## config.mk

```make
export PLATFORM = sky130hd
export DESIGN_NAME = uart_boot_loader
export DESIGN_NICKNAME = d
export VERILOG_FILES = /design/src/rtl/uart_boot_loader.sv
export SDC_FILE = /design/constraint.sdc
export NUM_CORES = 1
export LEC_CHECK = 0
export ABC_AREA = 1
export ABC_CLOCK_PERIOD_IN_PS = 1540
export CAP_MARGIN = 20
export CELL_PAD_IN_SITES_DETAIL_PLACEMENT = 1
export CELL_PAD_IN_SITES_GLOBAL_PLACEMENT = 1
export CORE_UTILIZATION = 38
export DETAILED_ROUTE_END_ITERATION = 7
export PLACE_DENSITY_LB_ADDON = 0.1
export RECOVER_POWER = 100
export SLEW_MARGIN = 40
export SYNTH_ARGS = -nofsm -noshare
export SYNTH_HDL_FRONTEND = slang
export SYNTH_SLANG_ARGS = --single-unit
export TNS_END_PERCENT = 100
```

## constraint.sdc

```tcl
create_clock -name clk -period 1.54 [get_ports clk]
set_input_delay 0.385 -clock clk [delete_from_list [all_inputs] [get_ports clk]]
set_output_delay 0.385 -clock clk [all_outputs]
set_load 0.03 [all_outputs]
```

## src/rtl/uart_boot_loader.sv

```systemverilog
// Receives an 8N1 boot image on uart_rx and writes it word by word into BSRAM; holds boot_mode high until the image is accepted.
// Latency: 2-cycle RX synchronizer; mem_wre pulses the cycle after a hi byte's stop-bit sample; DONE follows the last write.
// Backpressure: none, bytes arrive at line rate. BOOT_CHECKSUM_EN adds a trailing checksum byte check.
module uart_boot_loader #(
    parameter int CLK_HZ = 27_000_000,
    parameter int BAUD   = 115_200,
    parameter int ADDR_W = 11
) (
    input  logic              clk,
    input  logic              rst_n,
    input  logic              uart_rx,
    output logic              boot_mode,
    output logic [ADDR_W-1:0] mem_addr,
    output logic [15:0]       mem_din,
    output logic              mem_ce,
    output logic              mem_wre,
    output logic [8:0]        words_loaded,
    output logic              error
);

    localparam int CLKS_PER_BIT = CLK_HZ / BAUD;
    localparam int CNT_W        = $clog2(CLKS_PER_BIT);
    localparam logic [CNT_W-1:0] CNT_LAST = CNT_W'(CLKS_PER_BIT - 1);
    localparam logic [CNT_W-1:0] CNT_HALF = CNT_W'(CLKS_PER_BIT / 2 - 1);

    typedef enum logic [1:0] {RX_IDLE, RX_START, RX_DATA, RX_STOP} rx_state_t;

    typedef enum logic [2:0] {
        WAIT_SYNC,
        GET_COUNT,
        GET_LO,
        GET_HI,
        WRITE_WORD,
`ifdef BOOT_CHECKSUM_EN
        GET_CHK,
`endif
        DONE
    } boot_state_t;

`ifdef BOOT_CHECKSUM_EN
    localparam boot_state_t END_STATE = GET_CHK;
`else
    localparam boot_state_t END_STATE = DONE;
`endif

    logic              rx_meta_q, rx_meta_d;
    logic              rx_sync_q, rx_sync_d;
    logic              rx_prev_q, rx_prev_d;
    rx_state_t         rx_state_q, rx_state_d;
    logic [CNT_W-1:0]  rx_cnt_q, rx_cnt_d;
    logic [2:0]        bit_cnt_q, bit_cnt_d;
    logic [7:0]        shift_q, shift_d;

    boot_state_t       state_q, state_d;
    logic [ADDR_W-1:0] mem_addr_q, mem_addr_d;
    logic [15:0]       mem_din_q, mem_din_d;
    logic              mem_wre_q, mem_wre_d;
    logic [8:0]        words_loaded_q, words_loaded_d;
    logic [7:0]        count_q, count_d;
    logic [7:0]        lo_q, lo_d;
    logic              error_q, error_d;
`ifdef BOOT_CHECKSUM_EN
    logic [7:0]        sum_q, sum_d;
`endif

    logic              stop_sample;
    logic              rx_valid;
    logic              frame_err;
    logic [7:0]        rx_byte;
    logic [8:0]        words_inc;

    assign words_inc = words_loaded_q + 9'd1;

    always_ff @(posedge clk or negedge rst_n) begin
        if (!rst_n) begin
            rx_meta_q      <= 1'b1;
            rx_sync_q      <= 1'b1;
            rx_prev_q      <= 1'b1;
            rx_state_q     <= RX_IDLE;
            rx_cnt_q       <= '0;
            bit_cnt_q      <= '0;
            shift_q        <= '0;
            state_q        <= WAIT_SYNC;
            mem_addr_q     <= '0;
            mem_din_q      <= '0;
            mem_wre_q      <= 1'b0;
            words_loaded_q <= '0;
            count_q        <= '0;
            lo_q           <= '0;
            error_q        <= 1'b0;
`ifdef BOOT_CHECKSUM_EN
            sum_q          <= '0;
`endif
        end else begin
            rx_meta_q      <= rx_meta_d;
            rx_sync_q      <= rx_sync_d;
            rx_prev_q      <= rx_prev_d;
            rx_state_q     <= rx_state_d;
            rx_cnt_q       <= rx_cnt_d;
            bit_cnt_q      <= bit_cnt_d;
            shift_q        <= shift_d;
            state_q        <= state_d;
            mem_addr_q     <= mem_addr_d;
            mem_din_q      <= mem_din_d;
            mem_wre_q      <= mem_wre_d;
            words_loaded_q <= words_loaded_d;
            count_q        <= count_d;
            lo_q           <= lo_d;
            error_q        <= error_d;
`ifdef BOOT_CHECKSUM_EN
            sum_q          <= sum_d;
`endif
        end
    end

    // Receiver: the start bit is re-checked at mid-bit, data and stop bits at their centres.
    always_comb begin
        rx_meta_d  = uart_rx;
        rx_sync_d  = rx_meta_q;
        rx_prev_d  = rx_sync_q;
        rx_state_d = rx_state_q;
        rx_cnt_d   = rx_cnt_q + CNT_W'(1);
        bit_cnt_d  = bit_cnt_q;
        shift_d    = shift_q;
        case (rx_state_q)
            RX_IDLE: begin
                rx_cnt_d = '0;
                if (rx_prev_q && !rx_sync_q) rx_state_d = RX_START;
            end
            RX_START: begin
                if (rx_cnt_q == CNT_HALF) begin
                    rx_cnt_d   = '0;
                    bit_cnt_d  = '0;
                    rx_state_d = rx_sync_q ? RX_IDLE : RX_DATA;
                end
            end
            RX_DATA: begin
                if (rx_cnt_q == CNT_LAST) begin
                    rx_cnt_d  = '0;
                    shift_d   = {rx_sync_q, shift_q[7:1]};
                    bit_cnt_d = bit_cnt_q + 3'd1;
                    if (bit_cnt_q == 3'd7) rx_state_d = RX_STOP;
                end
            end
            RX_STOP: begin
                if (rx_cnt_q == CNT_LAST) begin
                    rx_cnt_d   = '0;
                    rx_state_d = RX_IDLE;
                end
            end
            default: rx_state_d = RX_IDLE;
        endcase
    end

    always_comb begin
        stop_sample = (rx_state_q == RX_STOP) && (rx_cnt_q == CNT_LAST);
        rx_valid    = stop_sample && rx_sync_q;
        frame_err   = stop_sample && !rx_sync_q;
        rx_byte     = shift_q;
    end

    always_comb begin
        state_d        = state_q;
        mem_addr_d     = mem_addr_q;
        mem_din_d      = mem_din_q;
        mem_wre_d      = 1'b0;
        words_loaded_d = words_loaded_q;
        count_d        = count_q;
        lo_d           = lo_q;
        error_d        = error_q;
`ifdef BOOT_CHECKSUM_EN
        sum_d          = sum_q;
`endif
        if (frame_err && state_q != DONE) begin
            error_d = 1'b1;
            state_d = WAIT_SYNC;
        end else begin
            case (state_q)
                WAIT_SYNC: begin
                    if (rx_valid && rx_byte == 8'hA5) begin
                        state_d        = GET_COUNT;
                        mem_addr_d     = '0;
                        words_loaded_d = '0;
`ifdef BOOT_CHECKSUM_EN
                        sum_d          = '0;
`endif
                    end
                end
                GET_COUNT: begin
                    if (rx_valid) begin
                        count_d = rx_byte;
                        state_d = (rx_byte == 8'd0) ? END_STATE : GET_LO;
                    end
                end
                GET_LO: begin
                    if (rx_valid) begin
                        lo_d    = rx_byte;
                        state_d = GET_HI;
`ifdef BOOT_CHECKSUM_EN
                        sum_d   = sum_q + rx_byte;
`endif
                    end
                end
                GET_HI: begin
                    if (rx_valid) begin
                        mem_din_d = {rx_byte, lo_q};
                        mem_wre_d = 1'b1;
                        state_d   = WRITE_WORD;
`ifdef BOOT_CHECKSUM_EN
                        sum_d     = sum_q + rx_byte;
`endif
                    end
                end
                // mem_wre is high in this state; the address advances once the pulse is over.
                WRITE_WORD: begin
                    mem_addr_d     = mem_addr_q + ADDR_W'(1);
                    words_loaded_d = words_inc;
                    state_d        = (words_inc == {1'b0, count_q}) ? END_STATE : GET_LO;
                end
`ifdef BOOT_CHECKSUM_EN
                GET_CHK: begin
                    if (rx_valid) begin
                        if (rx_byte == sum_q) begin
                            state_d = DONE;
                        end else begin
                            error_d = 1'b1;
                            state_d = WAIT_SYNC;
                        end
                    end
                end
`endif
                DONE: state_d = DONE;
                default: state_d = WAIT_SYNC;
            endcase
        end
    end

    always_comb begin
        boot_mode    = (state_q != DONE);
        mem_addr     = mem_addr_q;
        mem_din      = mem_din_q;
        mem_ce       = 1'b1;
        mem_wre      = mem_wre_q;
        words_loaded = words_loaded_q;
        error        = error_q;
    end

endmodule
```

* After elaboration in Yosys (flattened, before gate mapping)
Cells that the tools add are included.
** Storage, ports and cells
- Output and inout bits :: 40
- Bits in registers :: 81
- Input port bits :: 3
- Logic and storage cells :: 93
** Cells by class
- Equal/unequal tests :: 24
- Bitwise logic cells :: 1
- $add $sub $neg :: 4
- Reduce and logical (&&, ||, !) cells :: 21
- Multiplexer cells :: 28
** Operators by type and width (count)
- 3-bit two-way mux :: 9
- 8-bit case mux with 3 select lines :: 1
- 11-bit case mux with 2 select lines :: 1
- 3-bit case mux with 6 select lines :: 1
- 9-bit case mux with 2 select lines :: 1
- 8-bit equality test (second input constant) :: 2
- 8-bit two-way mux :: 2
- 3-bit != test (second input constant) :: 5
- 3-bit AND reduction :: 5
- 2-bit two-way mux :: 6
- 2-bit != test (second input constant) :: 6
- 11-bit by 1-bit adder with 11-bit output (second input constant) :: 1
- 11-bit two-way mux :: 1
- 9-bit by 1-bit adder with 9-bit output (second input constant) :: 1
- 3-bit equality test (second input constant) :: 3
- 9-bit by 8-bit equality test with 1-bit output :: 1
- 9-bit two-way mux :: 1
- 8-bit by 1-bit adder with 8-bit output (second input constant) :: 1
- 8-bit by 7-bit equality test with 1-bit output (second input constant) :: 1
- 8-bit logical NOT :: 1
- 2-bit case mux with 4 select lines :: 1
- 3-bit by 2-bit equality test with 1-bit output (second input constant) :: 2
- 1-bit logical AND :: 6
- 3-bit case mux with 2 select lines :: 1
- 14 further kinds :: 18

* Depth between registers and ports, before layout
Gate-level depths: netlist of the first run.
- Depth in word-level cells :: 7
- Depth in mapped cells :: 14
- Depth with buffers taken out :: 14

* Worst setup path after synthesis of the first run
Ideal clock, no wire load.
- Kind :: reg-to-reg
- Start :: register words_loaded_q[0] (netlist: words_loaded[0])
- End :: register state_q[1]
- Period minus slack after synthesis :: 1905 ps
- Stages on the path, launching flop included :: 15
- Arrival time :: 1788 ps
- Data required time :: 1423 ps
- Path slack :: -365 ps
- Buffers on the path :: 0
- Setup time :: 117 ps
- Cells stage by stage :: dfrtp_1 ha_1 nand2_1 nor2_1 nand2_1 nand2_1 nand2_1 inv_1 nand3_1 nor2_1 nand2_1 nand2_1 nand2_1 nand2_1 nand2_1
** On the way
- Cells in the longest elaborated chain, start to end :: 5
** RTL lines
- from (decl) :: RTL line 58 : logic [8:0] words_loaded_q, words_loaded_d;
- from (signal assigned) :: RTL line 106 : words_loaded_q <= words_loaded_d;
- 9-bit by 1-bit adder with 9-bit output :: RTL line 72 : assign words_inc = words_loaded_q + 9'd1;
- 9-bit by 8-bit equality test with 1-bit output :: RTL line 218 : state_d = (words_inc == {1'b0, count_q}) ? END_STATE : GET_LO;
- 3-bit two-way mux :: RTL line 218
- 3-bit case mux with 6 select lines :: RTL line 178 : case (state_q)
- 3-bit two-way mux :: RTL line 174 : if (frame_err && state_q != DONE) begin
- to (signal assigned) :: RTL line 102 : state_q <= state_d;
- to (decl) :: RTL line 54 : boot_state_t state_q, state_d;
Every way passes these cells.
A chain may end at the register's enable or synchronous reset.

* Worst setup path after layout of the first run
- Start :: register rx_cnt_q[1]
- End :: register mem_din_q[8] (netlist: mem_din[8])
** On the way
- Cells in the longest elaborated chain, start to end :: 6
- Elaborated cells on any way between the ends :: 7
- Classes of those cells :: eq/ne (1); bitwise (1); reduce/logical (5)
** RTL lines
- from (decl) :: RTL line 50 : logic [CNT_W-1:0] rx_cnt_q, rx_cnt_d;
- from (signal assigned) :: RTL line 99 : rx_cnt_q <= rx_cnt_d;
- 8-bit equality test * :: RTL line 156 : stop_sample = (rx_state_q == RX_STOP) && (rx_cnt_q == CNT_LAST);
- 1-bit logical AND * :: RTL line 156
- 1-bit logical AND :: RTL line 158 : frame_err = stop_sample && !rx_sync_q;
- 1-bit logical AND :: RTL line 174
- 1-bit NOT (no line)
- 3-bit AND reduction (no line) *
- to (signal assigned) :: RTL line 104 : mem_din_q <= mem_din_d;
- to (decl) :: RTL line 56 : logic [15:0] mem_din_q, mem_din_d;
Mark *: on every way between the ends. The rest lies on a longest branch, timed or not.

==> summary.txt, run 1 <==
Status
  – Status: finished, violations left
  – Failing checks: setup timing

Die
  – Die Y: between 100 and 150 um
  – Core footprint: between 0.009 and 0.01 mm2
  – Die area: between 0.01 and 0.015 mm2
  – # rows: 36
  – IO Pins: between 40 and 50
  – Starting Density: ~40%
  – Die W: roughly 100 um

STA
  – Fin crit share: 122%
  – Max Slew Vio Count: 0
  – Tmin final: around 1.9 ns
  – Worst-Margin Slew: between 0.6 and 0.7 ns
  – RSZ-0062 raised after global routing: true
  – FMAX: between 0.5 and 0.6 GHz
  – Clock Skew: 0.0193 ns
  – Final hold vios: 0
  – Worst hold slack: about 0.36 ns
  – Endpoints failing setup: 73
  – Slew Limit Headroom: 54.1%
  – Worst Slack Setup Final: -0.335 ns

Pwr
  – Leak: ~2.8 nW
  – Sequential Power Share: a little under half
  – Clock share of power: 40.2%
  – Comb pwr share: roughly 12%
  – Net Switching: 1.31 mW
  – VDD IR max: 0.535 mV
  – Switching share of power: between 20% and 30%
  – Internal power: between 3 and 4 mW
  – Tot Pwr: roughly 4.7 mW
  – Power Density: about 770 mW/mm2

Hold path
  – Hold crit path type: reg -> reg
  – Hold_sp: rx_meta_q

Logic synthesis
  – Avg Cell Area, Syn: between 8 and 9 um2
  – Post-Syn Area: ~0.0040 mm2
  – Synth cell types: 35
  – Top post-synthesis cells by count: nand2_1, dfrtp_1, inv_1
  – Count leader, synth: nand2_1
  – Register bit total from synthesis: roughly 80
  – Largest area contributor in the netlist: dfrtp_1
  – Largest cells by area after synthesis: dfrtp_1, nand2_1, nand3_1
  – Post-synth top area share: 49.2%
  – Number of synthesized flops with an enable pin: 0
  – Most used flip-flop cell after synthesis: dfrtp_1
  – Ys Warns: 0
  – Post-synthesis cell count: around 470
  – Post-synthesis sequential area ratio: between 50% and 60%
  – Async set-reset flop share out of synthesis: between 90% and 100%
  – Post-synth net total: 478

Place
  – Post-place setup slack: -0.241 ns
  – Final Wtd Congestion: just under 0.8
  – Port bufs: just over 40
  – Post-DP HPWL: roughly 8000 um

GRT
  – First-pass GRT wire length: roughly 20,000 um
  – Met3 Use GR: 2.76%
  – Total track usage: about a quarter
  – Vias in the first global route: 4,016
  – Met1 GRT Util: 27.9%
  – Antenna violations before repair: 0
  – GR peak layer: met2
  – Pin count of the biggest net entering global routing: 28
  – Total gr overflow: 0
  – GR Layer Usage met2: roughly 43%

Route
  – DR pass1 iterations: 4
  – Vias per std cell: 5.19
  – Post-DRT Antenna Nets: 0
  – Final WL: about 14,000 um
  – Drc violations: 0
  – Total number of vias: just under 4,000
  – Starting DRT DRC Count: between 100 and 150
  – Wire per inst: between 15 and 20 um

Setup path
  – CP Launch Type: flip-flop
  – Critical path origin: rx_cnt_q[1]
  – Max FO, Critical Path: 5
  – Worst r2r src: rx_cnt_q[1]
  – WP data arrival: ~2.1 ns
  – Critical Path RT: 1.79 ns
  – Crit end category: flip-flop
  – CP Class: reg -> reg

Clock tree
  – H-tree depth: 3
  – CTS clk-pin slew, worst paths: about 0.1 ns
  – CTS Buf Count: 9
  – Clock Latency Late Sink: around 0.37 ns
  – Sink Count: 81
  – Clk root buf: clkbuf_8
  – Clk buf depth: 2
  – CTS tree: built

Cells and area
  – Synth-to-Final Area Change: 53.5%
  – Fillers: 1,143
  – Share of layout cells above drive strength 1: ~40%
  – # diodes: 0
  – # nets final: between 600 and 700

Run
  – Max-cap viol count: 0
layer usage:
layer  part of all wire, %  vias to the layer above
met5                     0                        -
met4                   1.7                        0
met3                   2.0                       21
met2                    56                       67
met1                    40                     1986
li1                      -                     1795
critical path, stage by stage (launching register included):
cell	delay [ns]
dfrtp_1	0.40
inv_2	0.08
ha_4	0.12
nand2_2	0.04
nor2_2	0.09
nand2_2	0.10
nor2_8	0.13
nand2_4	0.08
buf_4	0.16
clkinv_8	0.08
nand2_8	0.10
clkbuf_16	0.19
nand2_1	0.08
o21ai_1	0.08
timing repair:
action / in CTS / in global routing
buffers inserted: 16 / 7
endpoints found under the hold margin: 17 / 0
pin swaps: 16 / 9
resized for setup: 118 / 107
endpoints found under the setup margin: 109 / 106
hold buffers: 1 / 0
cloned: 1 / 5
power groups by stage:
stage	combinational, mW	clock, mW	sequential [mW]
floorplan	0.173	0	2.25
global placement	0.406	0	2.24
detailed placement	0.418	0	2.25
CTS	0.548	1.90	2.21
global route	0.641	2.00	2.22
finish	0.581	1.88	2.22
cells by family after synthesis:
group / count (synthesis) / share of synthesized area (%)
and+or+nand+nor: 248 / 29.5
DFF: 81 / 51.2
AOI/OAI and AO/OA: 61 / 8.36
buffers and inverters: 60 / 6.41
xor gates and xnor gates: 10 / 2.21
adders and majority gates: 7 / 2.21
other: 1 / 0.0946
stage by stage:
stage	utilization [%]	instances	TNS, ns	area (um2)
after floorplan	-	468	-2.16	4020
after global placement	51.2	701	-5.92	5100
after detailed placement	51.2	701	-8.76	5100
after CTS	57.4	734	-6.32	5710
after global routing	61.1	745	-21.33	6080
final	61.1	745	-13.72	6080
cell type report:
type / instances / area, um2 / share of cell area (%)
clock buffers: 9 / 124 / 2.04
clock inverters: 7 / 109 / 1.79
inverters: 50 / 238 / 3.91
multi-input cells: 329 / 2140 / 35.2
flip-flops and latches: 81 / 2040 / 33.5
well taps: 133 / 166 / 2.74
repair buffers: 136 / 1270 / 20.8
registers in the layout, indices dropped and copies added, names as in the netlist, 3 cells and up, named ones only:
signal,flops
mem_din,16
words_loaded,9
lo_q,8
state_q,3
count_q,8
bit_cnt_q,3
mem_addr,11
rx_cnt_q,8
rx_byte,8
placed cells by master (no fill, tap or decap), types with 7 or more instances in the layout:
cell / Yosys / final
nor2_2: 0 / 8
clkbuf_8: 0 / 9
nand2_2: 11 / 23
xor2_1: 7 / 7
nand4_1: 8 / 8
buf_4: 2 / 73
buf_6: 2 / 12
nor2_1: 29 / 17
clkdlybuf4s15_1: 0 / 18
o21ai_1: 20 / 22
nand2_1: 135 / 108
inv_1: 43 / 37
dfrtp_1: 78 / 73
inv_2: 6 / 7
buf_12: 0 / 7
o21ai_2: 4 / 20
nand3_1: 33 / 26
o21ai_0: 25 / 7
nand2_4: 2 / 13
nand3b_1: 9 / 9
path summary, 6_finish.rpt:
path	endpoint	slack, ns	depth (start not counted)
max in group asynchronous	mem_addr[0]	0.11	3
setup / recovery	mem_din[8]	-0.33	13
hold / removal	rx_prev_d	0.36	0
hold reg to reg	rx_prev_d	0.36	0
setup reg to reg	mem_din[8]	-0.33	13
min in group asynchronous	words_loaded[3]	0.57	2
Note: power is estimated with default switching activity, not from simulation.
==> run 2: changes to the inputs <==
Settings changed: SLEW_MARGIN 40 to 20.
==> results of run 2 <==
The final DEF is identical to that of run 1; final timing and power are the same.
